$ cat config.mk
export PLATFORM = sky130hd
export DESIGN_NAME = clock_set_cu
export DESIGN_NICKNAME = d
export VERILOG_FILES = /design/src/rtl/clock_set_pkg.sv /design/src/rtl/wrap_updown.sv /design/src/rtl/clock_set_cu.sv
export SDC_FILE = /design/constraint.sdc
export NUM_CORES = 1
export LEC_CHECK = 0
export CORE_MARGIN = 3
export CORE_UTILIZATION = 54
export CTS_CLUSTER_SIZE = 12
export DETAILED_ROUTE_END_ITERATION = 6
export PLACE_DENSITY = 0.86
export RECOVER_POWER = 100
export REMOVE_ABC_BUFFERS = 1
export SKIP_CTS_REPAIR_TIMING = 1
export SYNTH_ARGS = -nofsm -noshare
export SYNTH_HDL_FRONTEND = slang
export SYNTH_SLANG_ARGS = --single-unit
$ cat constraint.sdc
create_clock -name clk -period 2.55 [get_ports clk]
set_input_delay 0.255 -clock clk [delete_from_list [all_inputs] [get_ports clk]]
set_output_delay 0.255 -clock clk [all_outputs]
set_load 0.005 [all_outputs]
$ cat src/rtl/clock_set_pkg.sv
// Shared definitions for the clock time-setting control unit.
//   - state_t     : control FSM states
//   - FLD_*       : edit_field codes driven to the display side
//   - HOUR_*/MS_* : field widths and maximum legal values
//   - clamp_*     : force out-of-range live values to 0 when captured
package clock_set_pkg;

  typedef enum logic [2:0] {
    IDLE      = 3'd0,
    EDIT_HOUR = 3'd1,
    EDIT_MIN  = 3'd2,
    EDIT_SEC  = 3'd3,
    COMMIT    = 3'd4
  } state_t;

  localparam logic [1:0] FLD_HOUR = 2'd0;
  localparam logic [1:0] FLD_MIN  = 2'd1;
  localparam logic [1:0] FLD_SEC  = 2'd2;

  localparam int HOUR_W   = 5;
  localparam int MS_W     = 6;
  localparam int HOUR_MAX = 23;
  localparam int MIN_MAX  = 59;

  function automatic logic [HOUR_W-1:0] clamp_hour(input logic [HOUR_W-1:0] v);
    return (v > HOUR_W'(HOUR_MAX)) ? '0 : v;
  endfunction

  function automatic logic [MS_W-1:0] clamp_ms(input logic [MS_W-1:0] v);
    return (v > MS_W'(MIN_MAX)) ? '0 : v;
  endfunction

  function automatic logic is_edit(input state_t s);
    return (s == EDIT_HOUR) || (s == EDIT_MIN) || (s == EDIT_SEC);
  endfunction

endpackage

$ cat src/rtl/wrap_updown.sv
// Modulo up/down step for one time field.
//   val  : current field value (0..MAX)
//   up   : request +1, MAX wraps to 0
//   down : request -1, 0 wraps to MAX
//   nxt  : resulting value; up and down together leave the value unchanged
module wrap_updown #(
  parameter int W   = 6,
  parameter int MAX = 59
) (
  input  logic [W-1:0] val,
  input  logic         up,
  input  logic         down,
  output logic [W-1:0] nxt
);

  always_comb begin
    nxt = val;
    if (up && !down) begin
      nxt = (val == W'(MAX)) ? '0 : val + W'(1);
    end else if (down && !up) begin
      nxt = (val == '0) ? W'(MAX) : val - W'(1);
    end
  end

endmodule

$ cat src/rtl/clock_set_cu.sv
// Time-setting control unit for the clock datapath.
// btn_set enters edit mode (capturing the live time), btn_next cycles the
// selected field hour->min->sec, btn_up/btn_down adjust it with wrap, and a
// second btn_set commits through a one-cycle load strobe.
// Ports:
//   clk, rst                     : clock, synchronous active-high reset
//   btn_set/next/up/down         : one-cycle debounced button pulses
//   cur_hour/min/sec             : live time from the clock datapath
//   load, load_hour/min/sec      : commit strobe and committed values
//   edit_active, edit_field      : edit-mode flag and selected field code
//   blink                        : 1 = selected field visible, 0 = blank
//   disp_hour/min/sec            : edit values while editing, else live time
// Optional build macro: CLOCK_SET_TIMEOUT_EN adds an inactivity timeout that
// abandons the edit (no load) after TIMEOUT_CYC idle cycles.
module clock_set_cu
  import clock_set_pkg::*;
#(
  parameter int BLINK_DIV = 50_000_000
`ifdef CLOCK_SET_TIMEOUT_EN
  , parameter int TIMEOUT_CYC = 1_000_000_000
`endif
) (
  input  logic              clk,
  input  logic              rst,
  input  logic              btn_set,
  input  logic              btn_next,
  input  logic              btn_up,
  input  logic              btn_down,
  input  logic [HOUR_W-1:0] cur_hour,
  input  logic [MS_W-1:0]   cur_min,
  input  logic [MS_W-1:0]   cur_sec,
  output logic              load,
  output logic [HOUR_W-1:0] load_hour,
  output logic [MS_W-1:0]   load_min,
  output logic [MS_W-1:0]   load_sec,
  output logic              edit_active,
  output logic [1:0]        edit_field,
  output logic              blink,
  output logic [HOUR_W-1:0] disp_hour,
  output logic [MS_W-1:0]   disp_min,
  output logic [MS_W-1:0]   disp_sec
);

  localparam int BLINK_CNT_W = (BLINK_DIV > 1) ? $clog2(BLINK_DIV) : 1;

  state_t                 state_q, state_d;
  logic [HOUR_W-1:0]      edit_hour_q, edit_hour_d;
  logic [MS_W-1:0]        edit_min_q, edit_min_d;
  logic [MS_W-1:0]        edit_sec_q, edit_sec_d;
  logic                   load_q, load_d;
  logic [HOUR_W-1:0]      load_hour_q, load_hour_d;
  logic [MS_W-1:0]        load_min_q, load_min_d;
  logic [MS_W-1:0]        load_sec_q, load_sec_d;
  logic                   blink_q, blink_d;
  logic [BLINK_CNT_W-1:0] blink_cnt_q, blink_cnt_d;

  logic                   editing;
  logic                   adj_en;
  logic [HOUR_W-1:0]      hour_nxt;
  logic [MS_W-1:0]        min_nxt, sec_nxt;

  assign editing = is_edit(state_q);
  // up/down only act when no higher-priority button arrived in the same cycle
  assign adj_en  = editing && !btn_set && !btn_next;

  wrap_updown #(.W(HOUR_W), .MAX(HOUR_MAX)) u_wrap_hour (
    .val  (edit_hour_q),
    .up   (adj_en && btn_up   && (state_q == EDIT_HOUR)),
    .down (adj_en && btn_down && (state_q == EDIT_HOUR)),
    .nxt  (hour_nxt)
  );

  wrap_updown #(.W(MS_W), .MAX(MIN_MAX)) u_wrap_min (
    .val  (edit_min_q),
    .up   (adj_en && btn_up   && (state_q == EDIT_MIN)),
    .down (adj_en && btn_down && (state_q == EDIT_MIN)),
    .nxt  (min_nxt)
  );

  wrap_updown #(.W(MS_W), .MAX(MIN_MAX)) u_wrap_sec (
    .val  (edit_sec_q),
    .up   (adj_en && btn_up   && (state_q == EDIT_SEC)),
    .down (adj_en && btn_down && (state_q == EDIT_SEC)),
    .nxt  (sec_nxt)
  );

`ifdef CLOCK_SET_TIMEOUT_EN
  localparam int TO_W = (TIMEOUT_CYC > 1) ? $clog2(TIMEOUT_CYC) : 1;
  logic [TO_W-1:0] to_cnt_q, to_cnt_d;
`endif

  always_comb begin
    state_d     = state_q;
    edit_hour_d = edit_hour_q;
    edit_min_d  = edit_min_q;
    edit_sec_d  = edit_sec_q;
    load_d      = 1'b0;
    load_hour_d = load_hour_q;
    load_min_d  = load_min_q;
    load_sec_d  = load_sec_q;
    blink_d     = 1'b1;
    blink_cnt_d = '0;
`ifdef CLOCK_SET_TIMEOUT_EN
    to_cnt_d    = '0;
`endif

    case (state_q)
      IDLE: begin
        if (btn_set) begin
          edit_hour_d = clamp_hour(cur_hour);
          edit_min_d  = clamp_ms(cur_min);
          edit_sec_d  = clamp_ms(cur_sec);
          state_d     = EDIT_HOUR;
        end
      end

      EDIT_HOUR, EDIT_MIN, EDIT_SEC: begin
        edit_hour_d = hour_nxt;
        edit_min_d  = min_nxt;
        edit_sec_d  = sec_nxt;
        if (btn_set) begin
          state_d     = COMMIT;
          load_d      = 1'b1;
          load_hour_d = edit_hour_q;
          load_min_d  = edit_min_q;
          load_sec_d  = edit_sec_q;
        end else if (btn_next) begin
          case (state_q)
            EDIT_HOUR: state_d = EDIT_MIN;
            EDIT_MIN:  state_d = EDIT_SEC;
            default:   state_d = EDIT_HOUR;
          endcase
        end else if (btn_up || btn_down) begin
          // press keeps the field visible: defaults already give blink=1, cnt=0
        end else if (blink_cnt_q == BLINK_CNT_W'(BLINK_DIV - 1)) begin
          blink_d = !blink_q;
        end else begin
          blink_d     = blink_q;
          blink_cnt_d = blink_cnt_q + BLINK_CNT_W'(1);
        end
`ifdef CLOCK_SET_TIMEOUT_EN
        if (btn_set || btn_next || btn_up || btn_down) begin
          to_cnt_d = '0;
        end else if (to_cnt_q == TO_W'(TIMEOUT_CYC - 1)) begin
          // abandon the edit silently; edit registers are recaptured on next entry
          state_d     = IDLE;
          blink_d     = 1'b1;
          blink_cnt_d = '0;
        end else begin
          to_cnt_d = to_cnt_q + TO_W'(1);
        end
`endif
      end

      COMMIT: state_d = IDLE;

      default: state_d = IDLE;
    endcase
  end

  always_ff @(posedge clk) begin
    if (rst) begin
      state_q     <= IDLE;
      edit_hour_q <= '0;
      edit_min_q  <= '0;
      edit_sec_q  <= '0;
      load_q      <= 1'b0;
      load_hour_q <= '0;
      load_min_q  <= '0;
      load_sec_q  <= '0;
      blink_q     <= 1'b1;
      blink_cnt_q <= '0;
    end else begin
      state_q     <= state_d;
      edit_hour_q <= edit_hour_d;
      edit_min_q  <= edit_min_d;
      edit_sec_q  <= edit_sec_d;
      load_q      <= load_d;
      load_hour_q <= load_hour_d;
      load_min_q  <= load_min_d;
      load_sec_q  <= load_sec_d;
      blink_q     <= blink_d;
      blink_cnt_q <= blink_cnt_d;
    end
  end

`ifdef CLOCK_SET_TIMEOUT_EN
  always_ff @(posedge clk) begin
    if (rst) begin
      to_cnt_q <= '0;
    end else begin
      to_cnt_q <= to_cnt_d;
    end
  end
`endif

  always_comb begin
    case (state_q)
      EDIT_MIN: edit_field = FLD_MIN;
      EDIT_SEC: edit_field = FLD_SEC;
      default:  edit_field = FLD_HOUR;
    endcase
  end

  assign load        = load_q;
  assign load_hour   = load_hour_q;
  assign load_min    = load_min_q;
  assign load_sec    = load_sec_q;
  assign edit_active = editing;
  assign blink       = blink_q;
  assign disp_hour   = editing ? edit_hour_q : cur_hour;
  assign disp_min    = editing ? edit_min_q  : cur_min;
  assign disp_sec    = editing ? edit_sec_q  : cur_sec;

endmodule

==> Word level (Yosys, flattened, before mapping) <==
Index checks and enable logic that the tools add are counted.
{ "totals": {"register_bits": 65, "inputBits": 23, "out_inout_bits": 39, "elab_cells": 106} }
{ "classes": {"n_addsub": 7, "magnitude_cmp": 3, "eq_ne": 12, "muxes": 31, "bitwise_logic": 1, "reduce_logical": 42} }
{ "op_table": {"columns": ["cell", "count"], "rows": [
  ["6-bit two-way mux", 14],
  ["5-bit two-way mux", 7],
  ["26-bit by 1-bit adder with 26-bit output (second input constant)", 1],
  ["26-bit equality test (second input constant)", 1],
  ["6-bit case mux with 2 select lines", 2],
  ["1-bit logical AND", 16],
  ["6-bit by 1-bit adder with 6-bit output (second input constant)", 2],
  ["6-bit equality test (second input constant)", 2],
  ["6-bit greater-than comparator (second input constant)", 2],
  ["6-bit logical NOT", 2],
  ["6-bit by 1-bit subtractor with 6-bit output (second input constant)", 2],
  ["5-bit case mux with 2 select lines", 1],
  ["1-bit logical NOT", 9],
  ["3-bit two-way mux", 3],
  ["3-bit by 1-bit != test with 1-bit output (second input constant)", 3],
  ["3-bit AND reduction", 3],
  ["2-bit case mux with 2 select lines", 2],
  ["3-bit by 2-bit equality test with 1-bit output (second input constant)", 2],
  ["3-bit case mux with 2 select lines", 1],
  ["6-bit OR reduction", 1],
  ["5-bit by 1-bit adder with 5-bit output (second input constant)", 1],
  ["5-bit equality test (second input constant)", 1],
  ["5-bit greater-than comparator (second input constant)", 1],
  ["5-bit logical NOT", 1],
  ["other kinds (13)", 16]
]} }

==> Depth between registers and ports, before layout <==
Gate-level depths: netlist (run 1).
{ "depth": {"depth_word": 12, "mapped_depth": 8, "depth_no_buf": 7} }

==> Hierarchy <==
A second synthesis (run 1) with hierarchy kept.
{ "unflattened": {"hier_cells": 509, "hier_area_um2": 4162.7} }
{ "by_module_without_submodules": {"columns": ["module", "n_inst", "cells_per_inst", "area_per_inst_um2", "seq_area_each_um2"], "rows": [
  ["clock_set_cu", 1, 357, 3084.2, 1301.2],
  ["wrap_updown at u_wrap_min ...", 2, 58, 421.7, 0.0],
  ["wrap_updown at u_wrap_hour", 1, 36, 235.2, 0.0]
]} }

==> Worst setup path before layout (run 1) <==
Ideal clock, no wire load.
{ "synth_path": {"path_type": "register -> register", "startpoint": "reg edit_sec_q[0]", "endpoint": "reg edit_sec_q[2]", "setup_time_ns": 0.132, "arrival_ns": 1.704, "required_time_ns": 2.418, "setup_slack_ns": 0.714, "path_stages_with_launch": 8, "n_path_buf": 0, "synth_period_minus_slack_ns": 1.836, "cell_sequence": "dfxtp_1 inv_1 ha_1 or4b_2 a21oi_1 mux2i_1 a221oi_1 nor3_1"} }
{ "synth_via": {"elab_chain_cells": 5, "word_cells_on_any_way": 9, "cone_classes": "add/sub: 2; eq/ne: 1; mux: 5; reduce/logical: 1"} }
{ "synth_lines": {"columns": ["item", "line", "source"], "rows": [
  ["start: declaration", "clock_set_cu.sv:49", "logic [MS_W-1:0] edit_sec_q, edit_sec_d;"],
  ["start signal: assignment", "clock_set_cu.sv:177", "edit_sec_q <= edit_sec_d;"],
  ["6-bit by 1-bit subtractor with 6-bit output / 6-bit logical NOT (equally long branches)", "wrap_updown.sv:21", "nxt = (val == '0) ? W'(MAX) : val - W'(1);"],
  ["6-bit two-way mux", "wrap_updown.sv:21", null],
  ["6-bit two-way mux", "wrap_updown.sv:20", "end else if (down && !up) begin"],
  ["6-bit two-way mux (*)", "wrap_updown.sv:18", "if (up && !down) begin"],
  ["6-bit case mux with 2 select lines (*)", "clock_set_cu.sv:107", "case (state_q)"]
]} }
Every way passes the cells marked *; elsewhere a longest branch is shown, timed or not. The select of a mux whose other input is x is not followed.
A chain may end at the register's enable or synchronous reset.

==> Worst setup path after layout (run 1) <==
{ "layout_path": {"startpoint": "reg state_q[0]", "endpoint": "out disp_min[5]"} }
{ "layout_via": {"elab_chain_cells": 4, "word_cells_on_any_way": 6, "cone_classes": "eq/ne: 3; mux: 1; reduce/logical: 2"} }
{ "layout_lines": {"columns": ["item", "line", "source"], "rows": [
  ["start: declaration", "clock_set_cu.sv:46", "state_t state_q, state_d;"],
  ["start signal: assignment", "clock_set_cu.sv:174", "state_q <= state_d;"],
  ["3-bit by 1-bit equality test with 1-bit output / 3-bit by 2-bit equality test with 1-bit output (equally long branches)", "clock_set_pkg.sv:34", "return (s == EDIT_HOUR) || (s == EDIT_MIN) || (s == EDIT_SEC);"],
  ["1-bit logical OR", "clock_set_pkg.sv:34", null],
  ["1-bit logical OR (*)", "clock_set_pkg.sv:34", null],
  ["6-bit two-way mux (*)", "clock_set_cu.sv:212", "assign disp_min = editing ? edit_min_q : cur_min;"],
  ["end: declaration", "clock_set_cu.sv:40", "output logic [MS_W-1:0] disp_min,"]
]} }
Every way passes the cells marked *; elsewhere a longest branch is shown, timed or not.

==> insert_results.sql, run 1 <==
INSERT INTO impl_metrics (metric_group, metric, value, unit) VALUES
('run_status', 'run_status', 'complete, no violations', ''),
('yosys', 'ys_dominant_reg_cell', 'sky130_fd_sc_hd__dfxtp_1', ''),
('critical_path', 'crit_path_end_kind', 'primary output', ''),
('power', 'p_comb_share', '21.5', '%'),
('timing', 'grt_setup_unrepaired', 'false', ''),
('global_routing', 'antenna_found_initial', '0', ''),
('yosys', 'synth_top_cell_by_area', 'sky130_fd_sc_hd__dfxtp_1', ''),
('routing', 'first_iter_violations', '135', ''),
('floorplan', 'die_h', '89.43', 'um'),
('placement', 'gp_routability_congestion', '0.8834', ''),
('power', 'power.density', '538.5', 'mW/mm^2'),
('floorplan', 'starting_density', '57.55', '%'),
('critical_path', 'crit_path_max_fanout', '27', ''),
('timing', 'slew_viol_final', '0', ''),
('routing', 'wirelength_routed', '8984', 'um'),
('layout', 'layout_area_overhead', '20.14', '%'),
('global_routing', 'grt.overflow.total', '0', ''),
('clock_tree', 'cts_max_path_buffers', '2', ''),
('layout', 'layout-drive-gt1-share', '6.395', '%'),
('critical_path', 'cp_data_required_time', '2.30', 'ns'),
('critical_path', 'r2r_setup_slack', '0.16', 'ns'),
('critical_path', 'cp_slowest_stage_delay', '0.57', 'ns'),
('layout', 'final_net_count', '543', ''),
('yosys', 'share_of_the_synthesized_area_in_the_top_cell_type', '34.62', '%'),
('critical_path', 'path_class', 'flip-flop to primary output', ''),
('global_routing', 'grtUsageTotal', '23.24', '%'),
('yosys', 'yosysWarnings', '0', ''),
('critical_path', 'most_frequent_cell_on_critical_path', 'sky130_fd_sc_hd__nand2_1', ''),
('routing', 'wl_per_cell', '15.15', 'um'),
('placement', 'port_bufs', '61', ''),
('timing', 'max_freq', '412.3', 'MHz'),
('clock_tree', 'insertion_delay_of_the_later_clocked_pin_in_the_worst_skew_pair', '0.34', 'ns'),
('critical_path', 'critical_path.top_delay_family', 'buffers and inverters', ''),
('critical_path', 'path_buf_inv', '2', ''),
('power', 'power.ir.vdd_worst', '260.2', 'uV'),
('run', 'max_cap_viol_count', '0', ''),
('power', 'power.switching', '719.5', 'uW'),
('placement', 'hpwlAfterDp', '6431', 'um'),
('critical_path', 'cp_cell_sequence', 'o21bai_2 > inv_2 > nand2_1 > nand2_1 > dlygate4sd3_1', ''),
('timing', 'setup_violations', '0', ''),
('yosys', 'syn-mean-instance-area', '8.100', 'um^2'),
('global_routing', 'grt_pass1_wl', '14760', 'um'),
('clock_tree', 'tritoncts.num_buffers', '9', ''),
('yosys', 'sequential_fraction_of_the_synthesis_area', '34.62', '%'),
('worst_hold_path', 'worst_hold_path_type', 'flip-flop to flip-flop', ''),
('timing', 'post-route-min-period', '2.426', 'ns'),
('layout', 'post-route-cell-area', '0.004516', 'mm^2'),
('floorplan', 'dieWidth', '89.43', 'um'),
('yosys', 'postSynth.asyncResetShare', '0', '%'),
('floorplan', 'design.portCount', '62', ''),
('floorplan', 'std_cell_rows', '29', ''),
('routing', 'detail_route.first_pass.iterations', '5', ''),
('routing', 'drt-vias-per-instance', '5.880', ''),
('timing', 'max_clock_skew', '0.009127', 'ns'),
('yosys', 'synth_edf_count', '0', ''),
('clock_tree', 'clk_root_buffer_cell', 'sky130_fd_sc_hd__clkbuf_8', ''),
('yosys', 'yosys_register_bits', '65', ''),
('power', 'power_switching_share', '29.59', '%'),
('routing', 'detailroute.via_count', '3487', ''),
('global_routing', 'vias_in_the_first_global_route', '3306', ''),
('clock_tree', 'clk_pin_slew', '0.07', 'ns'),
('power', 'internal_power', '1.712', 'mW'),
('timing', 'period_share', '95.12', '%'),
('global_routing', 'largest_net_degree_at_the_start_of_global_routing', '39', ''),
('critical_path', 'data_arrival_time_at_the_worst_slack_endpoint', '2.17', 'ns'),
('layout', 'fillCellCount', '553', ''),
('routing', 'antenna_left', '0', ''),
('yosys', 'cell_area_synth', '0.003759', 'mm^2'),
('yosys', 'synth.distinct_cells', '59', ''),
('timing', 'final-hold-violation-count', '0', ''),
('floorplan', 'fp.dieArea', '0.007998', 'mm^2');
[final cells by class]
type                    instances  area [um^2]  share of cell area (%)
clock inverters                 3        15.01                  0.3325
clock buffers                  13        158.9                   3.519
well taps                      77        96.34                   2.134
repair buffers                 70        661.9                   14.66
inverters                      12        45.04                  0.9975
multi-input cells             353         2237                   49.54
flip-flops and latches         65         1301                   28.82
[worst paths after layout]
kind	from	to	cells past startpoint
worst max-delay path	state_q[0]	disp_min[5]	5
worst min register to register	blink_cnt_q[0]	blink_cnt_q[0]	1
worst min-delay path	blink_cnt_q[0]	blink_cnt_q[0]	1
worst max register to register	state_q[0]	load_min[5]	5
[cell usage in the layout, fill, tap and decap left out, types with 7 or more instances in the layout]
cell type / count
sky130_fd_sc_hd__clkdlybuf4s50_1: 31
sky130_fd_sc_hd__a311oi_1: 7
sky130_fd_sc_hd__nor2_1: 51
sky130_fd_sc_hd__inv_1: 11
sky130_fd_sc_hd__o211ai_1: 9
sky130_fd_sc_hd__a22o_1: 17
sky130_fd_sc_hd__o21ai_0: 15
sky130_fd_sc_hd__xnor2_1: 14
sky130_fd_sc_hd__nand2_1: 58
sky130_fd_sc_hd__nor3_1: 12
sky130_fd_sc_hd__clkbuf_8: 11
sky130_fd_sc_hd__nand3_1: 22
sky130_fd_sc_hd__a21oi_1: 12
sky130_fd_sc_hd__ha_1: 9
sky130_fd_sc_hd__nor2b_1: 10
sky130_fd_sc_hd__a211oi_1: 8
sky130_fd_sc_hd__dlygate4sd3_1: 30
sky130_fd_sc_hd__dfxtp_1: 65
sky130_fd_sc_hd__xor2_1: 25
sky130_fd_sc_hd__nand4_1: 15
[synthesized netlist by cell type (all sizes together) (2+ instances only)]
cell type,instances
nand2,58
dfxtp,65
a211oi,8
nor3b,4
nand2b,2
inv,12
a21oi,13
and2,4
mux2i,4
xnor2,14
ha,9
nand3,22
and3,4
nand4,15
nor2b,10
o2bb2ai,2
nand3b,3
nor2,51
a211o,2
nor4b,2
a21bo,2
and4,2
o21bai,2
o211ai,9
a22o,17
nor3,13
nor4,6
clkbuf,14
a31oi,5
a311oi,7
buf,20
o21ai,15
a22oi,5
a221oi,4
xor2,25
[cells by family after synthesis]
kind of cell	synth area share [%]
compound gates	19.24
xor+xnor	9.088
buf+inv	5.593
simple gates	27.10
fa+ha+maj	2.996
flops	34.62
mux	1.365
[per-layer routing]
layer | vias to the layer above | global-route usage [%] | routed length [um]
met3 | 15 | 4.793 | 608
met1 | 1606 | 29.49 | 3895
met4 | 0 | 9.608 | 172
li1 | 1741 | - | -
met2 | 125 | 38.31 | 4307
met5 | - | 0 | 0
[per-stage QoR]
stage / instances / power, mW / setup slack [ns] / setup TNS (ns)
6_report: 593 / 2.432 / 0.1245 / 0
3_5_place_dp: 577 / 1.693 / 0.1874 / 0
2_1_floorplan: 430 / 1.462 / -0.5027 / -15.33
3_3_place_gp: 577 / 1.675 / 0.2750 / 0
5_1_grt: 593 / 2.557 / 0.02799 / 0
4_1_cts: 593 / 2.453 / 0.1565 / 0
[sequential cells by signal, summed over array words and instances (netlist names)]
name and count:
load_sec 6, load_min 6, blink 1, edit_min_q 6
blink_cnt_q 26, edit_hour_q 5, load_hour 5, state_q 3
edit_sec_q 6, load 1
[power groups by stage]
stage	logic, mW	clock network (mW)	registers [mW]
3_3_place_gp	0.515	0	1.16
2_1_floorplan	0.320	0	1.14
3_5_place_dp	0.531	0	1.16
6_report	0.522	0.768	1.14
4_1_cts	0.535	0.779	1.14
5_1_grt	0.582	0.824	1.15
Power figures use the tool's default switching activity.
==> run 2, diff against run 1 <==
--- a/config.mk
+++ b/config.mk
@@ -9,6 +9,7 @@
 export CORE_UTILIZATION = 54
 export CTS_CLUSTER_SIZE = 12
 export DETAILED_ROUTE_END_ITERATION = 6
+export HOLD_SLACK_MARGIN = 0.08
 export PLACE_DENSITY = 0.86
 export RECOVER_POWER = 100
 export REMOVE_ABC_BUFFERS = 1
==> results of run 2 <==
No change in the layout: final DEF, timing and power equal those of run 1.
